--- config.mk ---
export PLATFORM = sky130hd
export DESIGN_NAME = btn_conditioner
export DESIGN_NICKNAME = d
export VERILOG_FILES = /design/src/rtl/othello_pkg.sv /design/src/rtl/btn_debounce.sv /design/src/rtl/btn_conditioner.sv
export SDC_FILE = /design/constraint.sdc
export NUM_CORES = 1
export LEC_CHECK = 0
export CAP_MARGIN = 20
export CORE_MARGIN = 1.5
export CORE_UTILIZATION = 35
export CTS_CLUSTER_SIZE = 10
export DETAILED_ROUTE_END_ITERATION = 12
export SETUP_SLACK_MARGIN = 0.3
export SYNTH_ARGS = -nofsm -noshare
export SYNTH_HDL_FRONTEND = slang
export SYNTH_SLANG_ARGS = --single-unit
--- constraint.sdc ---
create_clock -name clk -period 5.7 [get_ports clk]
set_input_delay 1.14 -clock clk [delete_from_list [all_inputs] [get_ports clk]]
set_output_delay 1.14 -clock clk [all_outputs]
set_load 0.05 [all_outputs]
--- src/rtl/othello_pkg.sv ---
// Shared definitions for the board front-end: button indices, default
// conditioning timings and the auto-repeat state encoding.
package othello_pkg;

    localparam int BTN_EAST  = 0;
    localparam int BTN_WEST  = 1;
    localparam int BTN_NORTH = 2;
    localparam int BTN_SOUTH = 3;
    localparam int BTN_KNOB  = 4;
    localparam int NUM_BTN   = 5;

    // Defaults assume a 50 MHz clock: 10 ms debounce, 0.5 s first repeat, 0.2 s repeat rate.
    localparam int DEF_DEBOUNCE_CYCLES = 500000;
    localparam int DEF_REPEAT_DELAY    = 25000000;
    localparam int DEF_REPEAT_PERIOD   = 10000000;
    localparam logic [NUM_BTN-1:0] DEF_REPEAT_MASK = 5'b01111;

    typedef enum logic [1:0] {
        RPT_IDLE   = 2'd0,
        RPT_DELAY  = 2'd1,
        RPT_REPEAT = 2'd2
    } rpt_state_t;

    function automatic int max_int(input int a, input int b);
        return (a > b) ? a : b;
    endfunction

    // Counter width for a modulus, never narrower than one bit.
    function automatic int clog2_min1(input int v);
        return (v <= 2) ? 1 : $clog2(v);
    endfunction

endpackage

--- src/rtl/btn_debounce.sv ---
// One button channel: 2-flop synchronizer, counter debounce, press edge pulse
// and an optional hold-to-repeat generator.
module btn_debounce
    import othello_pkg::*;
#(
    parameter int DEBOUNCE_CYCLES = DEF_DEBOUNCE_CYCLES,
    parameter int REPEAT_DELAY    = DEF_REPEAT_DELAY,
    parameter int REPEAT_PERIOD   = DEF_REPEAT_PERIOD,
    parameter bit REPEAT_EN       = 1'b1
) (
    input  logic clk,
    input  logic i_rst_n,
    input  logic i_raw,
    output logic o_level,
    output logic o_pulse,
    output logic o_pulse_next
);

    localparam int CNT_W  = clog2_min1(DEBOUNCE_CYCLES);
    localparam int RCNT_W = clog2_min1(max_int(REPEAT_DELAY, REPEAT_PERIOD));

    localparam logic [CNT_W-1:0]  DEB_LAST = CNT_W'(DEBOUNCE_CYCLES - 1);
    localparam logic [RCNT_W-1:0] DLY_LAST = RCNT_W'(REPEAT_DELAY - 1);
    localparam logic [RCNT_W-1:0] PER_LAST = RCNT_W'(REPEAT_PERIOD - 1);

    logic              r_s1;
    logic              r_s2;
    logic              r_lvl;
    logic              r_lvl_d;
    logic [CNT_W-1:0]  r_cnt;
    rpt_state_t        r_state;
    logic [RCNT_W-1:0] r_rcnt;
    logic              r_pulse;

    logic w_rise;
    logic w_rep_fire;
    logic w_pulse_next;

    always_ff @(posedge clk or negedge i_rst_n) begin
        if (!i_rst_n) begin
            r_s1 <= 1'b0;
            r_s2 <= 1'b0;
        end else begin
            r_s1 <= i_raw;
            r_s2 <= r_s1;
        end
    end

    // Any single cycle of agreement with the stable level restarts the count.
    always_ff @(posedge clk or negedge i_rst_n) begin
        if (!i_rst_n) begin
            r_cnt   <= '0;
            r_lvl   <= 1'b0;
            r_lvl_d <= 1'b0;
        end else begin
            r_lvl_d <= r_lvl;
            if (r_s2 == r_lvl) begin
                r_cnt <= '0;
            end else if (r_cnt == DEB_LAST) begin
                r_lvl <= r_s2;
                r_cnt <= '0;
            end else begin
                r_cnt <= r_cnt + CNT_W'(1);
            end
        end
    end

    assign w_rise     = r_lvl & ~r_lvl_d;
    assign w_rep_fire = REPEAT_EN && r_lvl &&
                        (((r_state == RPT_DELAY)  && (r_rcnt == DLY_LAST)) ||
                         ((r_state == RPT_REPEAT) && (r_rcnt == PER_LAST)));
    assign w_pulse_next = w_rise | w_rep_fire;

    always_ff @(posedge clk or negedge i_rst_n) begin
        if (!i_rst_n) begin
            r_state <= RPT_IDLE;
            r_rcnt  <= '0;
            r_pulse <= 1'b0;
        end else begin
            r_pulse <= w_pulse_next;
            if (!REPEAT_EN || !r_lvl) begin
                r_state <= RPT_IDLE;
                r_rcnt  <= '0;
            end else begin
                case (r_state)
                    RPT_IDLE: begin
                        if (w_rise) begin
                            r_state <= RPT_DELAY;
                            r_rcnt  <= '0;
                        end
                    end
                    RPT_DELAY: begin
                        if (r_rcnt == DLY_LAST) begin
                            r_state <= RPT_REPEAT;
                            r_rcnt  <= '0;
                        end else begin
                            r_rcnt <= r_rcnt + RCNT_W'(1);
                        end
                    end
                    RPT_REPEAT: begin
                        if (r_rcnt == PER_LAST) begin
                            r_rcnt <= '0;
                        end else begin
                            r_rcnt <= r_rcnt + RCNT_W'(1);
                        end
                    end
                    default: begin
                        r_state <= RPT_IDLE;
                        r_rcnt  <= '0;
                    end
                endcase
            end
        end
    end

    assign o_level      = r_lvl;
    assign o_pulse      = r_pulse;
    assign o_pulse_next = w_pulse_next;

endmodule

--- src/rtl/btn_conditioner.sv ---
// Conditions the five raw board inputs into stable levels plus press and
// auto-repeat pulses for the cursor stage.
module btn_conditioner
    import othello_pkg::*;
#(
    parameter int                 DEBOUNCE_CYCLES = DEF_DEBOUNCE_CYCLES,
    parameter int                 REPEAT_DELAY    = DEF_REPEAT_DELAY,
    parameter int                 REPEAT_PERIOD   = DEF_REPEAT_PERIOD,
    parameter logic [NUM_BTN-1:0] REPEAT_MASK     = DEF_REPEAT_MASK
) (
    input  logic               clk,
    input  logic               RST_n,
    input  logic [NUM_BTN-1:0] btn_raw,
    output logic [NUM_BTN-1:0] btn_level,
    output logic [NUM_BTN-1:0] btn_pulse,
    output logic               btn_any
);

    logic [NUM_BTN-1:0] w_pulse_next;
    logic               r_any;

    for (genvar g = 0; g < NUM_BTN; g++) begin : g_ch
        btn_debounce #(
            .DEBOUNCE_CYCLES (DEBOUNCE_CYCLES),
            .REPEAT_DELAY    (REPEAT_DELAY),
            .REPEAT_PERIOD   (REPEAT_PERIOD),
            .REPEAT_EN       (REPEAT_MASK[g])
        ) u_ch (
            .clk          (clk),
            .i_rst_n      (RST_n),
            .i_raw        (btn_raw[g]),
            .o_level      (btn_level[g]),
            .o_pulse      (btn_pulse[g]),
            .o_pulse_next (w_pulse_next[g])
        );
    end

    // Built from the per-channel next-pulse terms so it lands on the same edge as btn_pulse.
    always_ff @(posedge clk or negedge RST_n) begin
        if (!RST_n) begin
            r_any <= 1'b0;
        end else begin
            r_any <= |w_pulse_next;
        end
    end

    assign btn_any = r_any;

endmodule

* Yosys cells after proc, flatten, opt, wreduce, memory -nomap -nowiden
Index checks and enable logic that the tools add are counted.
Storage, ports and cells: register bits after elaboration 229, bits in latches 0, bits in writable memories 0, memory bits (read-only) 0, input bits 7, output and inout port bits 11, logic and storage cells 181, memories 0
Operators by class: add/subtract/negate cells 9, $mul 0, div/mod/pow operators 0, magnitude comparators 0, equality and inequality tests 38, shift-type cells 0, muxes and demuxes 46, bitwise logic cells 19, reduce and logical (&&, ||, !) cells 30
Operators with widths (number):
- 25-bit two-way mux | 16
- 25-bit one-hot mux with 3 select lines | 4
- 19-bit two-way mux | 10
- 25-bit by 1-bit adder with 25-bit output, second input constant | 4
- 25-bit by 24-bit == test with 1-bit output, second input constant | 4
- 25-bit == test, second input constant | 4
- 19-bit by 1-bit adder with 19-bit output, second input constant | 5
- 19-bit == test, second input constant | 5
- 2-bit two-way mux | 12
- 3-bit inequality test, second input constant | 8
- 2-bit one-hot mux with 3 select lines | 4
- 1-bit logical AND | 12
- 3-bit AND reduction | 4
- 1-bit inverter | 10
- 2-bit AND reduction | 5
- 2-bit by 1-bit == test with 1-bit output, second input constant | 4
- 2-bit == test, second input constant | 4
- 2-bit zero test | 4
- 2-bit inequality test, second input constant | 4
- 1-bit bitwise AND | 5
- 1-bit == test | 5
- 5-bit OR reduction | 1
- 1-bit logical OR | 4
- 1-bit OR | 4

* Depth between registers and ports, before layout
Gate-level depths: netlist (run 1).
word-level depth 6, depth in mapped cells 10, depth with buffers taken out 8

* Modules after synthesis
Synthesis (run 1) repeated with hierarchy kept, for this count alone.
Unflattened totals: cells, all modules 1265, area total of the unflattened synthesis 12031.5 µm²
Modules (own cells, without submodules):
- btn_debounce at g_ch[1].u_ch ... | instances 3, cells each 288, area an instance 2712.6 µm², seq. area each 1276.2 µm²
- btn_debounce at g_ch[0].u_ch | instances 1, cells each 289, area an instance 2720.1 µm², seq. area each 1276.2 µm²
- btn_debounce at g_ch[4].u_ch | instances 1, cells each 108, area an instance 1136.1 µm², seq. area each 600.6 µm²
- btn_conditioner | instances 1, cells each 4, area an instance 37.5 µm², seq. area each 25.0 µm²

* Worst setup path after synthesis (run 1)
Ideal clock, no wire load.
kind reg2reg, start point register g_ch[3].u_ch.r_rcnt[11], end point register g_ch[3].u_ch.r_rcnt[12], library setup time 121 ps, data arrival time 2355 ps, required time 5579 ps, path slack 3224 ps, cell stages (with the launch flop) 9, path buffers 2, clock period less this slack 2476 ps, cell sequence dfrtp_1 buf_6 or4b_1 or4_4 o41ai_4 a21oi_2 buf_6 a21o_1 a22o_1
On the way: cells in the longest elaborated chain, start to end 4, elaborated cells on any way between the ends 7, classes of those cells add/sub: 1; eq/ne: 2; mux: 4
RTL lines:
- start: declaration | RTL line btn_debounce.sv:32 | logic [RCNT_W-1:0] r_rcnt;
- start signal: assignment | RTL line btn_debounce.sv:97 | r_rcnt <= r_rcnt + RCNT_W'(1);
- start signal: assignment | RTL line btn_debounce.sv:104 | r_rcnt <= r_rcnt + RCNT_W'(1);
- 25-bit by 1-bit adder with 25-bit output (tied with other cells) | RTL line btn_debounce.sv:97, btn_debounce.sv:104
- 25-bit two-way mux, on equally long branches | RTL line btn_debounce.sv:101, btn_debounce.sv:93
- 25-bit one-hot mux with 3 select lines (*) | RTL line btn_debounce.sv:85 | case (r_state)
- 25-bit two-way mux (*) | RTL line btn_debounce.sv:81 | if (!REPEAT_EN || !r_lvl) begin
Mark *: on every way between the ends. The rest lies on a longest branch, timed or not. A chain may end at the register's enable or synchronous reset.

* Final worst setup path (run 1)
start point register g_ch[2].u_ch.r_lvl, end point output btn_level[2]
RTL lines:
- start: declaration | RTL line btn_debounce.sv:28 | logic r_lvl;
- start signal: assignment | RTL line btn_debounce.sv:60 | r_lvl <= r_s2;
- end: declaration | RTL line btn_conditioner.sv:14 | output logic [NUM_BTN-1:0] btn_level,
No word-level cell between the ends.

==> flow_summary.json, run 1 <==
{
  "status": "finished, final reports clean",
  "synthTopCellsByArea": "dfrtp_1 (49%), nor2_1 (6.5%), xor2_1 (5.9%)",
  "cp_top_family": "buffers and inverters",
  "hold_path_class": "flip-flop to flip-flop",
  "met3_usage": 0.0205,
  "ys_async_sr_fraction": 1.00,
  "drt-initial-drc-count": 496,
  "critical_path.max_stage_delay_ps": 890,
  "swShare": 0.212,
  "port_buffers": 17,
  "synth-seq-cells": 229,
  "die_area_um2": 34400,
  "p_leak_nw": 5.33,
  "start_util": 0.357,
  "fp.dieH_um": 186,
  "syn_avg_cell_area_um2": 9.52,
  "antenna_found_initial": 0,
  "synth_top_area_cell": "dfrtp_1",
  "grt.met1_usage": 0.189,
  "cts_tree": "built",
  "synth.most_common_cell": "dfrtp_1",
  "netlist.area_leader.share": 0.491,
  "fillerInstances": 3300,
  "rsz0062_at_grt": "false",
  "layout_min_cycle_time_ps": 3130,
  "yosysWarnings": 0,
  "final-seq-area_um2": 5730,
  "cts_buffer_depth": 3,
  "synth_edf_count": 0,
  "cts_hold_buf": 0,
  "synth_simple_gate_area_share": 0.270,
  "relSlewSlack": 0.354,
  "synth_common_cells": "dfrtp_1 (229), nor2_1 (203), nand2_1 (109), nand3_1 (83), xor2_1 (79)",
  "ys.flop_type": "dfrtp_1",
  "overflow": 0,
  "finalMaxSlewViolations": 0,
  "fin_crit_sh": 0.549,
  "rows": 66,
  "clk_latency_ps": 540,
  "gr-max-usage-layer": "met2",
  "setup-violations-final": 0,
  "ir_drop_v": 0.000190,
  "switchingPower_w": 0.000708,
  "ys_seq_area_frac": 0.491,
  "ys_types": 55,
  "synth.area.mux_share": 0.00730,
  "cts_buffers": 28,
  "wl_um": 22900,
  "num_io_pins": 18,
  "synth_xor_area_frac": 0.107,
  "startpoint_type": "flip-flop",
  "crit_buf_inv": 1,
  "final_nets": 1260,
  "ant_nets": 0,
  "worstPathCellList": "clkdlybuf4s50_1",
  "core_um2": 32700,
  "cts_setup_buffers": 0,
  "die_w_um": 186,
  "post_route_cells_drive_above_1_share": 0.0468,
  "synthCells": 1225,
  "tightestPinTransition_ps": 969,
  "internal-power_w": 0.00264,
  "hold_viol": 0,
  "post-dp-hpwl_um": 15100,
  "skew_ps": 12.6,
  "wl_per_cell_um": 13.6,
  "post_cts_resized": 0,
  "layoutNonFillerInstCount": 1681,
  "tns_ps": 0,
  "grt_max_degree": 128,
  "clkPwrFrac": 0.487,
  "clock_sinks": 229,
  "synth_top_family_by_area": "simple AND/OR/NAND/NOR gates",
  "grt_pass1_vias": 8526,
  "routabilityCongestion": 0.833,
  "cap_viol_max_count": 0,
  "required_ps": 4560,
  "dp.cells": 1640,
  "vias": 8554,
  "multiInputGateArea_um2": 5590,
  "grtUsageMet2": 0.234,
  "num_antenna_cells": 0,
  "synth_compound_area_frac": 0.0690,
  "cts-root-buf": "clkbuf_16",
  "syn_nets": 1257,
  "firstDrtPassIters": 4,
  "power_frac_seq": 0.493,
  "slowest_stage": "clkdlybuf4s50_1",
  "combPwrFrac": 0.020,
  "htreeDepth": 1,
  "grt_usage": 0.140,
  "grt_pass1_wl_um": 40900,
  "end_kind": "output pin",
  "clk_pin_slew_ps": 50,
  "path_class": "flip-flop to output pin",
  "critPathArrivalTime_ps": 1990,
  "total_power_w": 0.00334,
  "fmax_mhz": 320,
  "via_per_inst": 5.09,
  "drc_errors": 0,
  "syn2layout_area_growth_pct": 11.6,
  "power.density_nw_per_um2": 257,
  "crit_path_max_fanout": 13,
  "mappedNetlistArea_um2": 11700,
  "yosys.area_share.adder": 0.0268
}
==> kinds of logic after synthesis <==
family,count (synthesis)
and+or+nand+nor,629
DFF,229
xor gates and xnor gates,142
AOI/OAI and AO/OA,118
buffers and inverters,74
adders and majority gates,25
muxes,8
==> per-layer routing <==
| metal | wire length (um) | vias to the layer above |
|---|---|---|
| met5 | 0 | - |
| met3 | 710 | 36 |
| met4 | 495 | 0 |
| met2 | 10600 | 96 |
| met1 | 11100 | 4157 |
| li1 | - | 4265 |
==> state kept, by name (all words and copies together) (netlist names) <==
name and count:
g_ch.u_ch.r_rcnt 100, g_ch.u_ch.r_cnt 95, g_ch.u_ch.r_state 8, g_ch.u_ch.o_level 5, g_ch.u_ch.o_pulse 5, g_ch.u_ch.r_lvl_d 5
g_ch.u_ch.r_s1 5, g_ch.u_ch.r_s2 5, btn_any 1
==> power groups by stage <==
stage,sequential (W),combinational (W),clock [W]
after floorplan,0.00168,0.0000260,0
after global placement,0.00168,0.0000689,0
after detailed placement,0.00168,0.0000699,0
after CTS,0.00165,0.0000705,0.00169
after global routing,0.00165,0.0000791,0.00175
final,0.00165,0.0000661,0.00163
==> path summary, 6_finish.rpt <==
kind | startpoint | end | slack, ps | depth (start not counted)
max in group asynchronous | RST_n | g_ch[3].u_ch.r_rcnt[13]$_DFFE_PN0P_ | 3860 | 2
max reg2reg | g_ch[3].u_ch.r_rcnt[0]$_DFFE_PN0P_ | g_ch[3].u_ch.r_rcnt[12]$_DFFE_PN0P_ | 2800 | 8
max | g_ch[2].u_ch.o_level$_DFFE_PN0P_ | btn_level[2] | 2570 | 1
min in group asynchronous | RST_n | g_ch[4].u_ch.r_cnt[0]$_DFF_PN0_ | 710 | 1
min | g_ch[0].u_ch.r_s1$_DFF_PN0_ | g_ch[0].u_ch.r_s2$_DFF_PN0_ | 350 | 0
min reg2reg | g_ch[0].u_ch.r_s1$_DFF_PN0_ | g_ch[0].u_ch.r_s2$_DFF_PN0_ | 350 | 0
==> cell usage in the layout, fill, tap and decap left out, types with 10 or more instances in the layout <==
cell and instances:
a22o_1 13, dfrtp_1 229, o21ai_0 27, a31oi_1 16, nor3_1 23, or2_2 10
nor2_1 203, nand2_1 109, nor4_1 24, clkdlybuf4s50_1 16, ha_1 25, inv_1 27
nor2b_1 11, and3_1 31, clkbuf_16 28, nand4_1 56, and2_1 12, xor2_1 79
xnor2_1 63, and4_1 17, a21oi_1 25, nand2b_1 12, nand3_1 83
==> area by class of cell <==
class | instances | area share
clock inverter | 3 | 0.00394
tap | 442 | 0.0425
multi-input combinational | 922 | 0.430
timing repair buffer | 20 | 0.0162
clock buffer | 38 | 0.0598
sequential | 229 | 0.440
inverter | 27 | 0.00779
==> per-stage QoR <==
step                      hold WS (ps)  area [um2]   util  worst slack, ps
after floorplan                    331       11700      -             3220
after global placement             333       12200  0.372             2880
after detailed placement           335       12200  0.373             2840
after CTS                          347       13000  0.398             2530
after global routing               358       13000  0.398             2470
final                              346       13000  0.398             2570
Note: power is estimated with default switching activity, not from simulation.
==> run 2, diff against run 1 <==
Clock period 5.7 ns to 2.9 ns, I/O delays scaled along.
==> flow_summary.json, run 2 (synthesis gave the netlist of run 1 again) <==
{
  "grt_pass1_wl_um": 40700,
  "min_to": "g_ch[4].u_ch.r_s2$_DFF_PN0_",
  "routabilityCongestion": 0.831,
  "clock_sinks": 229,
  "htreeDepth": 1,
  "min_path_cells": 0,
  "power_frac_seq": 0.496,
  "slowest_stage": "or4b_1",
  "required_ps": 3310,
  "vias": 8606,
  "p_leak_nw": 5.49,
  "rows": 66,
  "reg2reg_from": "g_ch[3].u_ch.r_rcnt[21]$_DFFE_PN0P_",
  "tightestPinTransition_ps": 724,
  "relSlewSlack": 0.511,
  "crit_path_max_fanout": 10,
  "hold_viol": 0,
  "critical_path.max_stage_delay_ps": 550,
  "end_kind": "flip-flop",
  "die_w_um": 186,
  "finalMaxSlewViolations": 0,
  "die_area_um2": 34400,
  "cts_buffers": 28,
  "final-seq-area_um2": 5740,
  "cp_top_family": "simple AND/OR/NAND/NOR gates",
  "overflow": 0,
  "multiInputGateArea_um2": 5610,
  "grt_max_degree": 62,
  "cap_viol_max_count": 0,
  "internal-power_w": 0.00515,
  "layout_min_cycle_time_ps": 2530,
  "num_antenna_cells": 0,
  "power.density_nw_per_um2": 494,
  "skew_ps": 19.8,
  "crit_buf_inv": 2,
  "ir_drop_v": 0.000450,
  "hp-start": "g_ch[4].u_ch.r_s1$_DFF_PN0_",
  "clk_latency_ps": 540,
  "tns_ps": 0,
  "holdWs_ps": 341,
  "cts_buffer_depth": 3,
  "clk_pin_slew_ps": 60,
  "drt-initial-drc-count": 481,
  "worstPathCellList": "or4b_1 -> or4_4 -> o41ai_4 -> a21oi_4 -> buf_6 -> clkbuf_4 -> a22o_1",
  "ff2ff_path_depth": 7,
  "fin_crit_sh": 0.874,
  "post_route_cells_drive_above_1_share": 0.0681,
  "grt_pass1_vias": 8455,
  "largest_reg_flops": 100,
  "cts_tree": "built",
  "swShare": 0.213,
  "via_per_inst": 5.05,
  "grt_usage": 0.140,
  "fillerInstances": 3247,
  "fp.dieH_um": 186,
  "startpoint_type": "flip-flop",
  "r2r_end": "g_ch[3].u_ch.r_rcnt[4]$_DFFE_PN0P_",
  "final_nets": 1283,
  "cts-root-buf": "clkbuf_16",
  "status": "finished, final reports clean",
  "port_buffers": 17,
  "ff2ff_setup_slack_ps": 370,
  "finalInstanceArea_um2": 13300,
  "setup-violations-final": 0,
  "hold_path_class": "flip-flop to flip-flop",
  "largestRegisters": "g_ch.u_ch.r_rcnt x100, g_ch.u_ch.r_cnt x95, g_ch.u_ch.r_state x8",
  "final_common_cell": "dfrtp_1",
  "firstDrtPassIters": 5,
  "clkPwrFrac": 0.484,
  "wl_um": 22900,
  "drc_errors": 0,
  "path_class": "flip-flop to flip-flop",
  "syn2layout_area_growth_pct": 13.6,
  "antenna_found_initial": 0,
  "start_util": 0.357,
  "rsz0062_at_grt": "false",
  "mostFrequentLayoutCells": "dfrtp_1 (225), nor2_1 (203), nand2_1 (109), nand3_1 (83), xor2_1 (79)",
  "combPwrFrac": 0.021,
  "num_io_pins": 18,
  "critPathArrivalTime_ps": 2950,
  "regMostFlops": "g_ch.u_ch.r_rcnt",
  "fmax_mhz": 395,
  "core_um2": 32700,
  "wl_per_cell_um": 13.4,
  "postPlaceCellArea_um2": 12300,
  "switchingPower_w": 0.00139,
  "post-dp-hpwl_um": 15300,
  "ant_nets": 0
}
run 2: cell count changes in the layout (fill, tap and decap cells not counted), sizes merged:
cell,change
dlymetal6s2s,+2
bufinv,-1
dlygate4sd2,+1
clkdlybuf4s50,-3
clkbuf,+4
dlygate4sd3,+1
buf,+20
run 2: area by class of cell:
class	instances	share of cell area
clock buffers	40	0.0608
clock inverters	2	0.00160
inverters	27	0.00765
multi-input cells	922	0.423
flip-flops and latches	229	0.433
well taps	442	0.0417
repair buffers	43	0.0325
run 2: how the worst max path moves through the flow:
stage | startpoint | end | depth (start not counted)
after floorplan | g_ch[3].u_ch.r_rcnt[11]$_DFFE_PN0P_ | g_ch[3].u_ch.r_rcnt[12]$_DFFE_PN0P_ | 8
after global placement | g_ch[3].u_ch.r_rcnt[21]$_DFFE_PN0P_ | g_ch[3].u_ch.r_rcnt[12]$_DFFE_PN0P_ | 7
after detailed placement | g_ch[3].u_ch.r_rcnt[0]$_DFFE_PN0P_ | g_ch[3].u_ch.r_rcnt[16]$_DFFE_PN0P_ | 8
after CTS | g_ch[3].u_ch.r_rcnt[21]$_DFFE_PN0P_ | g_ch[3].u_ch.r_rcnt[8]$_DFFE_PN0P_ | 7
after global routing | g_ch[3].u_ch.r_rcnt[21]$_DFFE_PN0P_ | g_ch[3].u_ch.r_rcnt[8]$_DFFE_PN0P_ | 7
final | g_ch[3].u_ch.r_rcnt[21]$_DFFE_PN0P_ | g_ch[3].u_ch.r_rcnt[4]$_DFFE_PN0P_ | 7
run 2: power by group through the flow:
stage                     Combinational, W  Clock [W]  Sequential, W
after floorplan                  0.0000510          0        0.00329
after global placement            0.000141          0        0.00330
after detailed placement          0.000143          0        0.00330
after CTS                         0.000144    0.00328        0.00324
after global routing              0.000161    0.00344        0.00324
final                             0.000136    0.00317        0.00324
run 2: timing repair:
action                                 in CTS  in global routing
setup endpoints to repair                   3                 11
endpoints found under the hold margin      44                  0
setup buffers                               1                  3
pin swaps                                   0                  2
hold buffers                                1                  0
cloned                                      0                  1
gates resized for setup                     2                 10
run 2: through the flow:
| stage | power (W) | worst slack, ps | std cells | utilization |
|---|---|---|---|---|
| after CTS | 0.00667 | 295 | 1701 | 0.403 |
| after floorplan | 0.00335 | 424 | 1225 | - |
| after global placement | 0.00344 | 320 | 1657 | 0.377 |
| after global routing | 0.00684 | 297 | 1705 | 0.405 |
| final | 0.00654 | 367 | 1705 | 0.405 |
| after detailed placement | 0.00344 | 283 | 1657 | 0.377 |
run 2: layer usage:
| layer | up-vias | share of wire | GRT usage |
|---|---|---|---|
| li1 | 4319 | - | - |
| met1 | 4148 | 0.49 | 0.195 |
| met2 | 104 | 0.46 | 0.228 |
| met3 | 35 | 0.033 | 0.0196 |
| met4 | 0 | 0.016 | 0.0371 |
| met5 | - | 0 | 0 |
==> run 3, diff against run 2 <==
Settings changed: ABC_AREA from default to 1.
==> flow_summary.json, run 3 <==
{
  "port_buffers": 17,
  "crit_path_max_fanout": 5,
  "htreeDepth": 1,
  "ys_types": 46,
  "syn_nets": 1963,
  "synthTopCellsByArea": "dfrtp_1 (41%), nand2_1 (12%), nor2_1 (7.9%)",
  "rows": 72,
  "core_um2": 39000,
  "tns_ps": 0,
  "postPlaceCellArea_um2": 14700,
  "grt_max_degree": 71,
  "synth_top_family_by_area": "simple AND/OR/NAND/NOR gates",
  "tightestPinTransition_ps": 714,
  "wl_per_cell_um": 13.5,
  "cts_tree": "built",
  "synth.most_common_cell": "nand2_1",
  "required_ps": 2320,
  "synth.area.mux_share": 0.000807,
  "post-dp-hpwl_um": 24200,
  "relSlewSlack": 0.521,
  "mostFrequentLayoutCells": "nand2_1 (444), nor2_1 (293), inv_1 (245), dfrtp_1 (229), nand3_1 (146)",
  "netlist.area_leader.share": 0.411,
  "power.density_nw_per_um2": 439,
  "worstPathCellList": "clkdlybuf4s50_1",
  "skew_ps": 13.3,
  "critPathArrivalTime_ps": 1810,
  "num_io_pins": 18,
  "finalMaxSlewViolations": 0,
  "routabilityCongestion": 0.907,
  "critical_path.max_stage_delay_ps": 830,
  "post_route_cells_drive_above_1_share": 0.0554,
  "synth_xor_area_frac": 0.0471,
  "cts_buffer_depth": 3,
  "wl_um": 33400,
  "yosys.area_share.adder": 0.0224,
  "num_antenna_cells": 0,
  "place_ws_ps": 618,
  "final_nets": 1986,
  "total_power_w": 0.00684,
  "fin_util": 0.399,
  "synth_simple_gate_area_share": 0.375,
  "drt-initial-drc-count": 832,
  "status": "finished, final reports clean",
  "layout_min_cycle_time_ps": 2390,
  "finalInstanceArea_um2": 15600,
  "start_util": 0.358,
  "grt_usage": 0.169,
  "hold_viol": 0,
  "syn2layout_area_growth_pct": 11.6,
  "die_w_um": 203,
  "overflow": 0,
  "synth_edf_count": 0,
  "rsz0062_at_grt": "false",
  "mappedNetlistArea_um2": 13900,
  "vias": 12500,
  "fp.dieH_um": 203,
  "setup_ws_ps": 511,
  "crit_buf_inv": 1,
  "grt_pass1_wl_um": 58900,
  "end_kind": "output pin",
  "syn_avg_cell_area_um2": 7.22,
  "largestRegisters": "g_ch.u_ch.r_rcnt x100, g_ch.u_ch.r_cnt x95, g_ch.u_ch.r_state x8",
  "clk_latency_ps": 560,
  "clk_pin_slew_ps": 50,
  "hold_path_class": "flip-flop to flip-flop",
  "setup-violations-final": 0,
  "p_leak_nw": 6.49,
  "yosysWarnings": 0,
  "via_per_inst": 5.03,
  "fmax_mhz": 419,
  "cts-root-buf": "clkbuf_16",
  "firstDrtPassIters": 5,
  "regMostFlops": "g_ch.u_ch.r_rcnt",
  "synth_compound_area_frac": 0.0599,
  "cap_viol_max_count": 0,
  "ys_async_sr_fraction": 1.00,
  "die_area_um2": 41100,
  "clock_sinks": 229,
  "slowest_stage": "clkdlybuf4s50_1",
  "ir_drop_v": 0.000412,
  "cts_buffers": 29,
  "synth_common_cells": "nand2_1 (444), nor2_1 (293), inv_1 (245), dfrtp_1 (229), nand3_1 (146)",
  "ant_nets": 0,
  "synth_top_area_cell": "dfrtp_1",
  "ys.flop_type": "dfrtp_1",
  "path_class": "flip-flop to output pin",
  "synthCells": 1931,
  "largest_reg_flops": 100,
  "grt_pass1_vias": 12400,
  "cp_top_family": "buffers and inverters",
  "startpoint_type": "flip-flop",
  "fin_crit_sh": 0.824,
  "final_common_cell": "nand2_1",
  "drc_errors": 0,
  "ys_seq_area_frac": 0.411,
  "synth-seq-cells": 229,
  "antenna_found_initial": 0
}
==> run 3: logic make-up after synthesis <==
family | count (synthesis)
AND/OR/NAND/NOR | 1168
buffers and inverters | 288
flip-flops | 229
AO/OA/AOI/OAI | 145
XOR/XNOR | 75
adder cells (fa/ha/maj) | 25
multiplexers | 1
==> run 3: final timing paths <==
check                                                     from                             endpoint  slack, ps  cells past startpoint
min reg2reg                        g_ch[1].u_ch.r_s1$_DFF_PN0_          g_ch[1].u_ch.r_s2$_DFF_PN0_        350                      0
max reg2reg                g_ch[3].u_ch.r_state[0]$_DFFE_PN0P_  g_ch[3].u_ch.r_rcnt[16]$_DFFE_PN0P_        670                     10
max                           g_ch[4].u_ch.o_level$_DFFE_PN0P_                         btn_level[4]        510                      1
min                                g_ch[1].u_ch.r_s1$_DFF_PN0_          g_ch[1].u_ch.r_s2$_DFF_PN0_        350                      0
max in group asynchronous                                RST_n     g_ch[1].u_ch.r_cnt[15]$_DFF_PN0_       1540                      3
min in group asynchronous                                RST_n     g_ch[0].u_ch.o_level$_DFFE_PN0P_        590                      2
==> run 3: per-stage QoR <==
step | hold WS (ps) | cells
2_1_floorplan | 284 | 1931
3_3_place_gp | 335 | 2440
3_5_place_dp | 337 | 2440
4_1_cts | 349 | 2485
5_1_grt | 352 | 2485
6_report | 346 | 2485
==> run 3: timing repair <==
action / CTS / global route
resized for setup: 3 / 1
hold buffers: 1 / 0
buffers inserted: 0 / 0
endpoints found under the hold margin: 13 / 0
setup endpoints to repair: 3 / 1
==> run 3: metal layers <==
layer / share of wire / wire, um / GRT usage
met1: 0.48 / 15900 / 0.226
met2: 0.45 / 15200 / 0.280
met3: 0.042 / 1420 / 0.0247
met4: 0.027 / 907 / 0.0534
met5: 0 / 0 / 0
==> run 3: cell type report <==
type	count	area, um2
well taps	518	648
repair buffers	29	304
multi-input cells	1414	7050
clock buffers	40	827
inverters	251	942
flip-flops and latches	229	5730
fillers	4012	23400
clock inverters	4	70.1
==> run 3: power breakdown <==
group	internal [W]	switching [W]	total [W]
clock	0.00212	0.00133	0.00345
combinational	0.0000389	0.000110	0.000149
sequential	0.00322	0.0000237	0.00325
